[src/rtl/rv32_pipeline_pkg.sv]
// Shared types and width constants for the RV32 pipeline controller.
package rv32_pipeline_pkg;

   localparam int REG_IDX_W   = 5;
   localparam int STALL_CNT_W = 32;

   typedef logic [REG_IDX_W-1:0] reg_idx_t;

   // FENCE drain sequencing: RUN (normal), DRAIN (hold FENCE in decode), SYNC (release it)
   typedef enum logic [1:0] {
      RUN   = 2'd0,
      DRAIN = 2'd1,
      SYNC  = 2'd2
   } rv32_fence_state_t;

   // All per-stage control outputs, packed so the priority mux can default them in one go
   typedef struct packed {
      logic fetch_stall;
      logic decode_stall;
      logic execute_stall;
      logic mem_stall;
      logic fetch_flush;
      logic decode_flush;
      logic execute_flush;
      logic mem_flush;
      logic fence;
   } ctrl_out_t;

endpackage

[src/rtl/rv32_pipeline_ctrl_if.sv]
// Bundle of pipeline status inputs and stage control outputs of the pipeline controller.
interface rv32_pipeline_ctrl_if;
   import rv32_pipeline_pkg::*;

   logic                   fetch_valid_in;
   reg_idx_t               decode_rs1_in;
   logic                   decode_rs1_read_in;
   reg_idx_t               decode_rs2_in;
   logic                   decode_rs2_read_in;
   logic                   decode_mem_fence_in;
   logic                   execute_valid_in;
   reg_idx_t               execute_rd_in;
   logic                   execute_rd_write_in;
   logic                   execute_mem_read_in;
   logic                   execute_branch_taken_in;
   logic                   mem_valid_in;
   logic                   instr_wait_in;
   logic                   data_wait_in;

   logic                   fetch_stall_out;
   logic                   decode_stall_out;
   logic                   execute_stall_out;
   logic                   mem_stall_out;
   logic                   fetch_flush_out;
   logic                   decode_flush_out;
   logic                   execute_flush_out;
   logic                   mem_flush_out;
   logic                   fence_out;
   logic [STALL_CNT_W-1:0] stall_count_out;

   // Controller side
   modport master (
      input  fetch_valid_in, decode_rs1_in, decode_rs1_read_in, decode_rs2_in,
             decode_rs2_read_in, decode_mem_fence_in, execute_valid_in, execute_rd_in,
             execute_rd_write_in, execute_mem_read_in, execute_branch_taken_in,
             mem_valid_in, instr_wait_in, data_wait_in,
      output fetch_stall_out, decode_stall_out, execute_stall_out, mem_stall_out,
             fetch_flush_out, decode_flush_out, execute_flush_out, mem_flush_out,
             fence_out, stall_count_out
   );

   // Pipeline side
   modport slave (
      output fetch_valid_in, decode_rs1_in, decode_rs1_read_in, decode_rs2_in,
             decode_rs2_read_in, decode_mem_fence_in, execute_valid_in, execute_rd_in,
             execute_rd_write_in, execute_mem_read_in, execute_branch_taken_in,
             mem_valid_in, instr_wait_in, data_wait_in,
      input  fetch_stall_out, decode_stall_out, execute_stall_out, mem_stall_out,
             fetch_flush_out, decode_flush_out, execute_flush_out, mem_flush_out,
             fence_out, stall_count_out
   );

endinterface

[src/rtl/rv32_load_use_detect.sv]
// Load-use hazard: a load in execute writes a register that decode is about to read.
module rv32_load_use_detect
   import rv32_pipeline_pkg::*;
(
   input  reg_idx_t rs1,
   input  logic     rs1_read,
   input  reg_idx_t rs2,
   input  logic     rs2_read,
   input  reg_idx_t rd,
   input  logic     rd_write,
   input  logic     mem_read,
   output logic     hazard
);

   logic rs1_hit;
   logic rs2_hit;

   assign rs1_hit = rs1_read && (rs1 == rd);
   assign rs2_hit = rs2_read && (rs2 == rd);

   // x0 is never really written, so a load targeting it cannot create a dependency
   assign hazard = mem_read && rd_write && (rd != '0) && (rs1_hit || rs2_hit);

endmodule

[src/rtl/rv32_pipeline_ctrl.sv]
// Pipeline controller: per-stage stall/flush priority mux, FENCE drain FSM, stall-cycle counter.
module rv32_pipeline_ctrl
   import rv32_pipeline_pkg::*;
(
   input logic                 clk,
   input logic                 reset,
   rv32_pipeline_ctrl_if.master bus
);

   rv32_fence_state_t       state_q;
   rv32_fence_state_t       state_d;
   ctrl_out_t               ctrl;
   logic                    load_use;
   logic                    fence_hold;
   logic [STALL_CNT_W-1:0]  stall_count_q;

   rv32_load_use_detect u_load_use (
      .rs1      (bus.decode_rs1_in),
      .rs1_read (bus.decode_rs1_read_in),
      .rs2      (bus.decode_rs2_in),
      .rs2_read (bus.decode_rs2_read_in),
      .rd       (bus.execute_rd_in),
      .rd_write (bus.execute_rd_write_in),
      .mem_read (bus.execute_mem_read_in),
      .hazard   (load_use)
   );

   // FENCE is held in decode on the detection cycle and for the whole drain
   assign fence_hold = ((state_q == RUN) && bus.fetch_valid_in && bus.decode_mem_fence_in)
                     || (state_q == DRAIN);

   // FENCE FSM state register
   always_ff @(posedge clk) begin
      // NOTE: clocked state uses non-blocking assignments so all registers sample pre-edge values.
      if (reset) state_q <= RUN;
      else       state_q <= state_d;
   end

   // FENCE FSM next state: data wait freezes it, a taken branch aborts any FENCE in flight
   always_comb begin
      // NOTE: state_d gets a default before any branch so no path can infer a latch.
      state_d = state_q;
      if (bus.data_wait_in) begin
         state_d = state_q;
      end else if (bus.execute_branch_taken_in) begin
         state_d = RUN;
      end else begin
         case (state_q)
            RUN:     if (bus.fetch_valid_in && bus.decode_mem_fence_in) state_d = DRAIN;
            DRAIN:   if (!bus.execute_valid_in && !bus.mem_valid_in)    state_d = SYNC;
            SYNC:    state_d = RUN;
            default: state_d = RUN;
         endcase
      end
   end

   // Stall/flush priority mux: the first active source decides all stage controls
   always_comb begin
      ctrl = '0;
      if (reset) begin
         ctrl.fetch_flush   = 1'b1;
         ctrl.decode_flush  = 1'b1;
         ctrl.execute_flush = 1'b1;
         ctrl.mem_flush     = 1'b1;
      end else if (bus.data_wait_in) begin
         ctrl.fetch_stall   = 1'b1;
         ctrl.decode_stall  = 1'b1;
         ctrl.execute_stall = 1'b1;
         ctrl.mem_stall     = 1'b1;
      end else if (bus.execute_branch_taken_in) begin
         ctrl.fetch_flush   = 1'b1;
         ctrl.decode_flush  = 1'b1;
      end else begin
         if (load_use || fence_hold) begin
            ctrl.fetch_stall  = 1'b1;
            ctrl.decode_flush = 1'b1;
         end else if (bus.instr_wait_in) begin
            ctrl.fetch_flush  = 1'b1;
         end
         // FENCE advances into execute in SYNC unless a wait or branch intervened above
         ctrl.fence = (state_q == SYNC);
      end
   end

   // Stall-cycle performance counter, wraps naturally at the counter width
   always_ff @(posedge clk) begin
      if (reset)                 stall_count_q <= '0;
      else if (ctrl.fetch_stall) stall_count_q <= stall_count_q + STALL_CNT_W'(1);
   end

   assign bus.fetch_stall_out   = ctrl.fetch_stall;
   assign bus.decode_stall_out  = ctrl.decode_stall;
   assign bus.execute_stall_out = ctrl.execute_stall;
   assign bus.mem_stall_out     = ctrl.mem_stall;
   assign bus.fetch_flush_out   = ctrl.fetch_flush;
   assign bus.decode_flush_out  = ctrl.decode_flush;
   assign bus.execute_flush_out = ctrl.execute_flush;
   assign bus.mem_flush_out     = ctrl.mem_flush;
   assign bus.fence_out         = ctrl.fence;
   assign bus.stall_count_out   = stall_count_q;

endmodule

[src/flat_wrapper.sv]
// flat-port wrapper written by rule: the top's interface ports become plain ports
module rv32_pipeline_ctrl_flat import rv32_pipeline_pkg::*;
  (clk, reset, bus_fetch_valid_in, bus_decode_rs1_in, bus_decode_rs1_read_in, bus_decode_rs2_in, bus_decode_rs2_read_in, bus_decode_mem_fence_in, bus_execute_valid_in, bus_execute_rd_in, bus_execute_rd_write_in, bus_execute_mem_read_in, bus_execute_branch_taken_in, bus_mem_valid_in, bus_instr_wait_in, bus_data_wait_in, bus_fetch_stall_out, bus_decode_stall_out, bus_execute_stall_out, bus_mem_stall_out, bus_fetch_flush_out, bus_decode_flush_out, bus_execute_flush_out, bus_mem_flush_out, bus_fence_out, bus_stall_count_out);
  rv32_pipeline_ctrl_if bus_i ();
  input logic clk;
  input logic reset;
  input wire logic [$bits(bus_i.fetch_valid_in)-1:0] bus_fetch_valid_in;
  input wire logic [$bits(bus_i.decode_rs1_in)-1:0] bus_decode_rs1_in;
  input wire logic [$bits(bus_i.decode_rs1_read_in)-1:0] bus_decode_rs1_read_in;
  input wire logic [$bits(bus_i.decode_rs2_in)-1:0] bus_decode_rs2_in;
  input wire logic [$bits(bus_i.decode_rs2_read_in)-1:0] bus_decode_rs2_read_in;
  input wire logic [$bits(bus_i.decode_mem_fence_in)-1:0] bus_decode_mem_fence_in;
  input wire logic [$bits(bus_i.execute_valid_in)-1:0] bus_execute_valid_in;
  input wire logic [$bits(bus_i.execute_rd_in)-1:0] bus_execute_rd_in;
  input wire logic [$bits(bus_i.execute_rd_write_in)-1:0] bus_execute_rd_write_in;
  input wire logic [$bits(bus_i.execute_mem_read_in)-1:0] bus_execute_mem_read_in;
  input wire logic [$bits(bus_i.execute_branch_taken_in)-1:0] bus_execute_branch_taken_in;
  input wire logic [$bits(bus_i.mem_valid_in)-1:0] bus_mem_valid_in;
  input wire logic [$bits(bus_i.instr_wait_in)-1:0] bus_instr_wait_in;
  input wire logic [$bits(bus_i.data_wait_in)-1:0] bus_data_wait_in;
  output wire logic [$bits(bus_i.fetch_stall_out)-1:0] bus_fetch_stall_out;
  output wire logic [$bits(bus_i.decode_stall_out)-1:0] bus_decode_stall_out;
  output wire logic [$bits(bus_i.execute_stall_out)-1:0] bus_execute_stall_out;
  output wire logic [$bits(bus_i.mem_stall_out)-1:0] bus_mem_stall_out;
  output wire logic [$bits(bus_i.fetch_flush_out)-1:0] bus_fetch_flush_out;
  output wire logic [$bits(bus_i.decode_flush_out)-1:0] bus_decode_flush_out;
  output wire logic [$bits(bus_i.execute_flush_out)-1:0] bus_execute_flush_out;
  output wire logic [$bits(bus_i.mem_flush_out)-1:0] bus_mem_flush_out;
  output wire logic [$bits(bus_i.fence_out)-1:0] bus_fence_out;
  output wire logic [$bits(bus_i.stall_count_out)-1:0] bus_stall_count_out;
  assign bus_i.fetch_valid_in = bus_fetch_valid_in;
  assign bus_i.decode_rs1_in = bus_decode_rs1_in;
  assign bus_i.decode_rs1_read_in = bus_decode_rs1_read_in;
  assign bus_i.decode_rs2_in = bus_decode_rs2_in;
  assign bus_i.decode_rs2_read_in = bus_decode_rs2_read_in;
  assign bus_i.decode_mem_fence_in = bus_decode_mem_fence_in;
  assign bus_i.execute_valid_in = bus_execute_valid_in;
  assign bus_i.execute_rd_in = bus_execute_rd_in;
  assign bus_i.execute_rd_write_in = bus_execute_rd_write_in;
  assign bus_i.execute_mem_read_in = bus_execute_mem_read_in;
  assign bus_i.execute_branch_taken_in = bus_execute_branch_taken_in;
  assign bus_i.mem_valid_in = bus_mem_valid_in;
  assign bus_i.instr_wait_in = bus_instr_wait_in;
  assign bus_i.data_wait_in = bus_data_wait_in;
  assign bus_fetch_stall_out = bus_i.fetch_stall_out;
  assign bus_decode_stall_out = bus_i.decode_stall_out;
  assign bus_execute_stall_out = bus_i.execute_stall_out;
  assign bus_mem_stall_out = bus_i.mem_stall_out;
  assign bus_fetch_flush_out = bus_i.fetch_flush_out;
  assign bus_decode_flush_out = bus_i.decode_flush_out;
  assign bus_execute_flush_out = bus_i.execute_flush_out;
  assign bus_mem_flush_out = bus_i.mem_flush_out;
  assign bus_fence_out = bus_i.fence_out;
  assign bus_stall_count_out = bus_i.stall_count_out;
  rv32_pipeline_ctrl u_core (.clk(clk), .reset(reset), .bus(bus_i));
endmodule
[config.mk]
export PLATFORM = sky130hd
export DESIGN_NAME = rv32_pipeline_ctrl_flat
export DESIGN_NICKNAME = d
export VERILOG_FILES = /design/src/rtl/rv32_pipeline_pkg.sv /design/src/rtl/rv32_pipeline_ctrl_if.sv /design/src/rtl/rv32_load_use_detect.sv /design/src/rtl/rv32_pipeline_ctrl.sv /design/src/flat_wrapper.sv
export SDC_FILE = /design/constraint.sdc
export NUM_CORES = 1
export LEC_CHECK = 0
export CAP_MARGIN = 10
export CORE_UTILIZATION = 42
export DETAILED_ROUTE_END_ITERATION = 7
export GPL_TIMING_DRIVEN = 0
export PLACE_DENSITY = 0.77
export SYNTH_ARGS = -nofsm -noshare
export SYNTH_HDL_FRONTEND = slang
export SYNTH_HIERARCHICAL = 1
export SYNTH_SLANG_ARGS = --single-unit
export TNS_END_PERCENT = 10
[constraint.sdc]
create_clock -name clk -period 2.45 [get_ports clk]
set_clock_uncertainty 0.2 [all_clocks]
set_input_delay 0.3675 -clock clk [delete_from_list [all_inputs] [get_ports clk]]
set_output_delay 0.3675 -clock clk [all_outputs]
set_load 0.02 [all_outputs]
# After elaboration in Yosys (flattened, before gate mapping)
# Cells that the tools add are included.
[classes]
n_shift = 0
order_cmp = 0
n_reduce_logical = 17
add_sub_neg = 1
bitwise = 1
n_mul = 0
div = 0
muxes = 18
eq_ne = 6
[op_table]
columns = ["op", "n"]
rows = [
  ["$add A32 B1 Y32 const B", 1],
  ["$mux W2", 7],
  ["$eq A5 B5 Y1", 2],
  ["$logic_and A1 B1 Y1", 9],
  ["$mux W1", 8],
  ["$ne A3 B3 Y1 const B", 2],
  ["$reduce_bool A5 Y1", 1],
  ["$mux W4", 1],
  ["$pmux W2 S2", 1],
  ["$logic_or A1 B1 Y1", 3],
  ["$mux W3", 1],
  ["$reduce_and A3 Y1", 1],
  ["$eq A2 B1 Y1 const B", 1],
  ["$eq A2 B2 Y1 const B", 1],
  ["$logic_not A1 Y1", 2],
  ["$logic_not A2 Y1", 1],
  ["$not A1 Y1", 1],
]
[totals]
register_bits = 34
n_memories = 0
ram_bits = 0
input_bits = 28
out_inout_bits = 41
latchBits = 0
elab_cells = 45
romBits = 0

# Logic depth before layout (Yosys ltp)
# Gate-level depths: netlist of run 1.
[depth]
ltp_word = 9
ltp_mapped = 10
ltp_nobuf = 8

# Cells and area by module
# The synthesis of run 1 kept the hierarchy.
[modules_own_cells]
columns = ["mod", "cells_per_inst", "area_per_inst_um2", "instances", "seq_area_each_um2"]
rows = [
  ["rv32_pipeline_ctrl", 222, 1951.9, 1, 680.7],
  ["rv32_load_use_detect", 17, 135.1, 1, 0.0],
]

# Worst setup path after synthesis of run 1
# No wires, ideal clock.
[synth_path]
path_kind = "input port to output port"
start = "in bus_execute_rd_in[2]"
end = "out bus_fetch_stall_out"
path_slack_ps = -151
path_buffers = 2
path_stages = 8
t_required_ps = 1882
arrival_time_ps = 2034
path_cell_list = "or4_1 o211ai_2 a21oi_1 nand2b_1 o311a_1 buf_6 clkbuf_1 nor2_1"
[synth_between]
elab_chain_len = 9
elab_cells_between_ends = 13
classes_between = "2 x eq/ne; 4 x mux; 7 x reduce/logical"
[synth_rtl]
columns = ["element", "line_no", "rtl"]
rows = [
  ["start, declared", "flat_wrapper.sv:14", "input wire logic [$bits(bus_i.execute_rd_in)-1:0] bus_execute_rd_in;"],
  ["$eq A5 B5 Y1, on equally long branches", "rv32_load_use_detect.sv:18, rv32_load_use_detect.sv:19", ""],
  ["$logic_and A1 B1 Y1, on equally long branches", "rv32_load_use_detect.sv:18, rv32_load_use_detect.sv:19", ""],
  ["$logic_or A1 B1 Y1", "rv32_load_use_detect.sv:22", "assign hazard = mem_read && rd_write && (rd != '0) && (rs1_hit || rs2_hit);"],
  ["$logic_and A1 B1 Y1 *", "rv32_load_use_detect.sv:22", ""],
  ["via u_core.load_use", "rv32_pipeline_ctrl.sv:13", "logic load_use;"],
  ["$logic_or A1 B1 Y1 *", "rv32_pipeline_ctrl.sv:74", "if (load_use || fence_hold) begin"],
  ["$mux W1 *", "rv32_pipeline_ctrl.sv:74", ""],
  ["$mux W1 *", "rv32_pipeline_ctrl.sv:70", "end else if (bus.execute_branch_taken_in) begin"],
  ["$mux W1 *", "rv32_pipeline_ctrl.sv:65", "end else if (bus.data_wait_in) begin"],
  ["$mux W4 *", "rv32_pipeline_ctrl.sv:60", "if (reset) begin"],
  ["end, declared", "flat_wrapper.sv:21", "output wire logic [$bits(bus_i.fetch_stall_out)-1:0] bus_fetch_stall_out;"],
]
# Mark *: on every way through the listed nets, which the timed path passes. The rest lies on a longest branch.

# Worst setup path after layout of run 1
[layout_path]
start = "in bus_execute_rd_in[4]"
end = "out bus_fetch_stall_out"
# The elaborated chain is that of the path after synthesis.

==> results.json, run 1 <==
{
  "outcome": "finished, violations left",
  "violations": "negative setup slack",
  "io_buffers": 67,
  "syn_inst": 239,
  "synth.distinct_cells": 46,
  "cpPeakStageDelay_ps": 530,
  "setup_ws_ps": -38.8,
  "fill_cells": 394,
  "drc_errors": 0,
  "crit_top_cell": "buf_8",
  "routedWlPerCell_microns": 15.3,
  "hold_viol": 0,
  "initial_utilization": 0.439,
  "reg2reg_depth": 6,
  "max_freq_mhz": 402,
  "cp_cell_sequence": "buf_8, or4_4, o211ai_2, a21oi_2, nand2b_1, o311a_4, buf_8, clkbuf_16, nor2_4, buf_6",
  "antenna_left": 0,
  "cts.clk_slew.worst_paths_ps": 60,
  "min_path_type": "reg -> reg",
  "fp.dieH_microns": 72.5,
  "layout_min_cycle_time_ps": 2490,
  "cts.sink_count": 34,
  "cp_data_arrival_time_ps": 1920,
  "place_congestion": 0.790,
  "insertion_delay_ps": 290,
  "hp-start": "u_core/bus.stall_count_out[16]$_SDFFE_PP0P_",
  "grt_setup_unrepaired": "true",
  "final_area_sq_um": 3200,
  "grt_pass1_vias": 2047,
  "yosysTopAreaCell": "dfxtp_1",
  "cp-end-kind": "output pin",
  "root_buffer": "clkbuf_8",
  "leakage_uw": 0.00117,
  "core-area_sq_um": 4750,
  "post-place-ws_ps": -1260,
  "cp_slowest_cell": "or4_4",
  "synth_area_sq_um": 2090,
  "io_pins": 69,
  "crit_buf_inv": 4,
  "drtPass1Iterations": 4,
  "synthFlopType": "dfxtp_1",
  "synth_edf_count": 0,
  "nets": 347,
  "antenna_found_initial": 0,
  "syn_nets": 268,
  "worstSetupStartpointType": "primary input",
  "hold-worst-slack_ps": 294,
  "routed-via-count": 2211,
  "grt_overflow_total": 0,
  "fin_crit_sh": 1.02,
  "grt_max_degree": 11,
  "tightest_slew_ps": 574,
  "synth_warnings": 6,
  "r2r_end": "u_core/bus.stall_count_out[30]$_SDFFE_PP0P_",
  "async_flop_share": 0,
  "irDropWorstVdd_mv": 0.212,
  "drtIter0Drc": 90,
  "maxSlewViolCount": 0,
  "crit_type": "in -> out",
  "hold_path_depth": 2,
  "critical_path_peak_fanout": 4,
  "die-area_sq_um": 5250,
  "maxCapViolations": 0,
  "crit_required_ps": 1880,
  "vias_per_cell": 5.73,
  "synth_top_area_frac": 0.326,
  "r2r_setup_slack_ps": 50,
  "setup_violations": 2,
  "wl_microns": 5900,
  "critPathTopFamily": "simple AND/OR/NAND/NOR gates",
  "r2r-start": "u_core/bus.stall_count_out[1]$_SDFFE_PP0P_",
  "min_to": "u_core/bus.stall_count_out[16]$_SDFFE_PP0P_",
  "synth_seq_cells": 34,
  "diodes": 0,
  "area_growth_pct": 53.5,
  "p_per_area_nw_per_um2": 378,
  "clock_path_buffers": 2,
  "synth_area_per_cell_sq_um": 8.73,
  "rows": 25,
  "grtUsageTotal": 0.232,
  "dpl_cell_area_sq_um": 2850,
  "maxSlewHeadroom": 0.617,
  "grt_pass1_wl_microns": 9500,
  "cts_tree": "yes",
  "yosys-top-cells-area": "dfxtp_1 (33%), o31ai_1 (5.4%), a21oi_1 (5.0%)",
  "cts_buffers": 5,
  "die_x_microns": 72.5,
  "drive_gt1_frac": 0.292,
  "hpwl_microns": 3960,
  "ys_seq_area_frac": 0.326,
  "htree_levels": 2
}
-- worst reg2reg max path, delay by kind of cell (launching register included) --
family	cells	cell delay, ps
DFF	1	410
and+or+nand+nor	3	840
buffers and inverters	1	230
muxes	1	370
adders and majority gates	1	240
-- cell families after synthesis --
family | share of synthesized area
AOI/OAI and AO/OA | 0.137
xor gates and xnor gates | 0.0462
adders and majority gates | 0.00599
buffers and inverters | 0.0677
DFF | 0.326
muxes | 0.0695
and+or+nand+nor | 0.347
-- metrics by stage --
stage,utilization,instances,power (uW),setup TNS [ps]
after floorplan,-,239,670,-13.2
after global placement,0.598,373,762,-27310
after detailed placement,0.598,373,766,-27120
after CTS,0.652,386,1210,-264
after global routing,0.674,386,1260,-456
final,0.674,386,1210,-42.3
-- Yosys cell counts (2+ instances only) --
| master | n |
|---|---|
| nand2_1 | 10 |
| mux2_1 | 4 |
| clkbuf_1 | 9 |
| xnor2_1 | 2 |
| or4_1 | 14 |
| o21ai_0 | 6 |
| nor4_2 | 2 |
| and4_1 | 4 |
| mux2_2 | 8 |
| and2b_1 | 2 |
| nor4b_1 | 2 |
| dfxtp_1 | 34 |
| and3_1 | 2 |
| a21oi_1 | 21 |
| nor2b_1 | 10 |
| or4_4 | 2 |
| nand3_1 | 11 |
| inv_1 | 4 |
| or3_1 | 3 |
| nor3_1 | 3 |
| nor2_1 | 21 |
| or4_2 | 2 |
| nand2b_1 | 2 |
| o31ai_1 | 15 |
| nand4_1 | 4 |
| buf_6 | 4 |
| xor2_1 | 9 |
| buf_4 | 4 |
| nor4_1 | 7 |
| nor4_4 | 2 |
-- layout by cell type, fill, tap and decap left out, types with 4 or more instances in the layout --
cell             instances
dfxtp_1                 31
nand3_1                 11
nor2b_1                 10
inv_1                    4
clkbuf_1                 5
clkbuf_2                 7
mux2_2                   5
xor2_1                   8
nor2_1                  18
nor4_2                   4
clkdlybuf4s50_1         45
or4_4                    6
buf_4                    9
and4_1                   4
o21ai_0                  4
nand2_1                  9
buf_6                    9
or4_1                   11
nor4_4                   6
a21oi_2                  4
buf_2                    4
nand4_1                  4
clkbuf_8                 7
mux2_4                   4
o31ai_1                 12
a21oi_1                 17
-- per-layer routing --
metal	vias up	wire length [microns]	part of all wire	track usage
met3	9	306	0.052	0.0375
met2	63	2890	0.49	0.387
li1	1057	-	-	-
met4	0	72	0.012	0.0850
met1	1082	2630	0.45	0.300
met5	-	0	0	0
-- how the worst max path moves through the flow --
stage,startpoint,to,slack [ps],depth (start not counted)
2_1_floorplan,bus_execute_rd_in[2],u_core/bus.stall_count_out[4]$_SDFFE_PP0P_,-10,9
3_3_place_gp,bus_execute_rd_in[2],bus_fetch_stall_out,-1240,11
3_5_place_dp,bus_execute_rd_in[2],bus_fetch_stall_out,-1260,10
4_1_cts,reset,bus_mem_stall_out,-130,6
5_1_grt,bus_decode_rs2_in[1],bus_fetch_stall_out,-120,11
6_report,bus_execute_rd_in[4],bus_fetch_stall_out,-40,10
-- cell type report --
cell class / instances / area (sq um) / area share
Inverter: 4 / 15.0 / 0.00469
Sequential cell: 34 / 684 / 0.214
Tap cell: 67 / 83.8 / 0.0262
Timing Repair Buffer: 72 / 684 / 0.214
Multi-Input combinational cell: 181 / 1470 / 0.460
Buffer: 20 / 171 / 0.0535
Clock buffer: 7 / 86.3 / 0.0270
Clock inverter: 1 / 5.00 / 0.00156
-- power breakdown --
part / internal, uW / switching [uW]
Sequential: 558 / 8.47
Combinational: 106 / 110
Clock: 227 / 200
-- registers in the layout (all words and copies together) (netlist names) --
signal,cells
u_core/state_q,2
u_core/bus.stall_count_out,32
-- repair_timing --
action / in CTS / in global routing
setup buffers: 5 / 0
gates resized for setup: 85 / 48
setup endpoints to repair: 39 / 30
hold buffers: 0 / 0
pin swaps: 13 / 21
(Power assumes the default switching activity.)
==> run 2: changes to the inputs <==
--- a/config.mk
+++ b/config.mk
@@ -10,6 +10,7 @@
 export DETAILED_ROUTE_END_ITERATION = 7
 export GPL_TIMING_DRIVEN = 0
 export PLACE_DENSITY = 0.77
+export RECOVER_POWER = 100
 export SYNTH_ARGS = -nofsm -noshare
 export SYNTH_HDL_FRONTEND = slang
 export SYNTH_HIERARCHICAL = 1
==> run 2 against run 1 <==
Compared with the run above:
- the run still ends with negative setup slack left
- setup slack hardly changed
- wire length fell by 0.29%
- clock power hardly changed
- sequential power about the same
- non-clock buffer count unchanged
- design area about the same
- die area did not move
- utilization about the same
- critical path depth did not move
- cell count is the same
- combinational power fell by 2%
- largest power group unchanged
==> results.json, run 2 (same netlist as run 1, synthesis figures left out) <==
{
  "fin_tns_setup_ps": -43.1,
  "drtPass1Iterations": 4,
  "switchingPower_uw": 314,
  "worstSetupStartpointType": "primary input",
  "clock_path_buffers": 2,
  "routed-via-count": 2185,
  "hold-worst-slack_ps": 293,
  "wl_met1_microns": 2610,
  "violations": "negative setup slack",
  "io_pins": 69,
  "final_cell_mix": "dlygate4sd3_1 (35), dfxtp_1 (31), nor2_1 (18)",
  "min_path_type": "reg -> reg",
  "maxCapViolations": 0,
  "grt_pass1_wl_microns": 9500,
  "diodes": 0,
  "p_int_uw": 888,
  "crit_required_ps": 1880,
  "p_per_area_nw_per_um2": 376,
  "routedWlPerCell_microns": 15.2,
  "seq_power_share": 0.471,
  "grt_pass1_vias": 2047,
  "vias_per_cell": 5.66,
  "tightest_slew_ps": 572,
  "setup_violations": 2,
  "cpPeakStageDelay_ps": 530,
  "rows": 25,
  "maxSlewViolCount": 0,
  "cts_tree": "yes",
  "crit_type": "in -> out",
  "p_clk_frac": 0.352,
  "top_layer": "met4",
  "cts_buffers": 5,
  "grt_max_degree": 11,
  "root_buffer": "clkbuf_8",
  "cp_slowest_cell": "or4_4",
  "io_buffers": 67,
  "setup_ws_ps": -39.1,
  "grt_overflow_total": 0,
  "htree_levels": 2,
  "hold_viol": 0,
  "hpwl_microns": 3960,
  "place_congestion": 0.790,
  "antenna_found_initial": 0,
  "grt_setup_unrepaired": "true",
  "drc_errors": 0,
  "swShare": 0.261,
  "total_power_uw": 1200,
  "cts.clk_slew.worst_paths_ps": 60,
  "die-area_sq_um": 5250,
  "largest_reg_flops": 32,
  "cp-end-kind": "output pin",
  "crit_buf_inv": 4,
  "irDropWorstVdd_mv": 0.212,
  "nets": 347,
  "drtIter0Drc": 111,
  "insertion_delay_ps": 280,
  "antenna_left": 0,
  "layout_min_cycle_time_ps": 2490,
  "wl_met3_microns": 303,
  "critical_path_peak_fanout": 4,
  "outcome": "finished, violations left",
  "cp_cell_sequence": "buf_8, or4_4, o211ai_2, a21oi_2, nand2b_1, o311a_4, buf_8, clkbuf_16, nor2_4, buf_6",
  "fin_util": 0.673,
  "met2_length_microns": 2910,
  "core-area_sq_um": 4750,
  "crit_top_cell": "buf_8",
  "pwr-share-comb": 0.176,
  "fp.dieH_microns": 72.5,
  "leakage_uw": 0.00128,
  "dpl_cell_area_sq_um": 2850,
  "area_growth_pct": 53.4,
  "cts.sink_count": 34,
  "fill_cells": 395,
  "maxSlewHeadroom": 0.619,
  "cp_data_arrival_time_ps": 1920,
  "drive_gt1_frac": 0.288,
  "critPathTopFamily": "simple AND/OR/NAND/NOR gates",
  "final_area_sq_um": 3200,
  "grtUsageTotal": 0.232,
  "max_freq_mhz": 402,
  "die_x_microns": 72.5,
  "initial_utilization": 0.439,
  "wl_microns": 5890,
  "ctsHoldBuffers": 0,
  "fin_crit_sh": 1.02,
  "final_common_cell": "dlygate4sd3_1"
}
run 2: final cells by class:
| class | count | area, sq um | area share |
|---|---|---|---|
| Multi-Input combinational cell | 181 | 1470 | 0.460 |
| Sequential cell | 34 | 684 | 0.214 |
| Timing Repair Buffer | 72 | 683 | 0.213 |
| Buffer | 20 | 171 | 0.0535 |
| Clock buffer | 7 | 86.3 | 0.0270 |
| Tap cell | 67 | 83.8 | 0.0262 |
| Inverter | 4 | 15.0 | 0.00469 |
| Clock inverter | 1 | 5.00 | 0.00156 |
run 2: through the flow:
stage / cells / worst slack (ps)
floorplan: 239 / -13.2
global placement: 373 / -1240
detailed placement: 373 / -1260
CTS: 386 / -127
global route: 386 / -124
finish: 386 / -39.1
run 2: final timing paths:
kind / start / end / slack, ps / cells after the start
worst max-delay path: bus_execute_rd_in[4] / bus_fetch_stall_out / -40 / 10
worst min-delay path: u_core/bus.stall_count_out[16]$_SDFFE_PP0P_ / u_core/bus.stall_count_out[16]$_SDFFE_PP0P_ / 290 / 2
worst max register to register: u_core/bus.stall_count_out[1]$_SDFFE_PP0P_ / u_core/bus.stall_count_out[30]$_SDFFE_PP0P_ / 50 / 6
worst min register to register: u_core/bus.stall_count_out[16]$_SDFFE_PP0P_ / u_core/bus.stall_count_out[16]$_SDFFE_PP0P_ / 290 / 2
run 2: worst min-delay path, delay by kind of cell (launching register included):
| family | cells | cell delay (ps) |
|---|---|---|
| DFF | 1 | 330 |
| AOI/OAI and AO/OA | 2 | 120 |
run 2: power by group through the flow:
stage          Sequential [uW]  Clock, uW  Combinational [uW]
2_1_floorplan              584          0                86.2
3_3_place_gp               578          0                 183
3_5_place_dp               579          0                 187
4_1_cts                    566        439                 206
5_1_grt                    568        465                 229
6_report                   567        424                 212
run 2: per-layer routing:
metal	vias to the layer above	track usage
li1	1052	-
met1	1059	0.300
met2	67	0.387
met3	7	0.0375
met4	0	0.0850
met5	-	0
run 2: timing repair:
action	CTS	global route
endpoints found under the setup margin	39	30
gates resized for setup	85	48
pin swaps	13	21
endpoints found under the hold margin	0	0
setup buffers	5	0
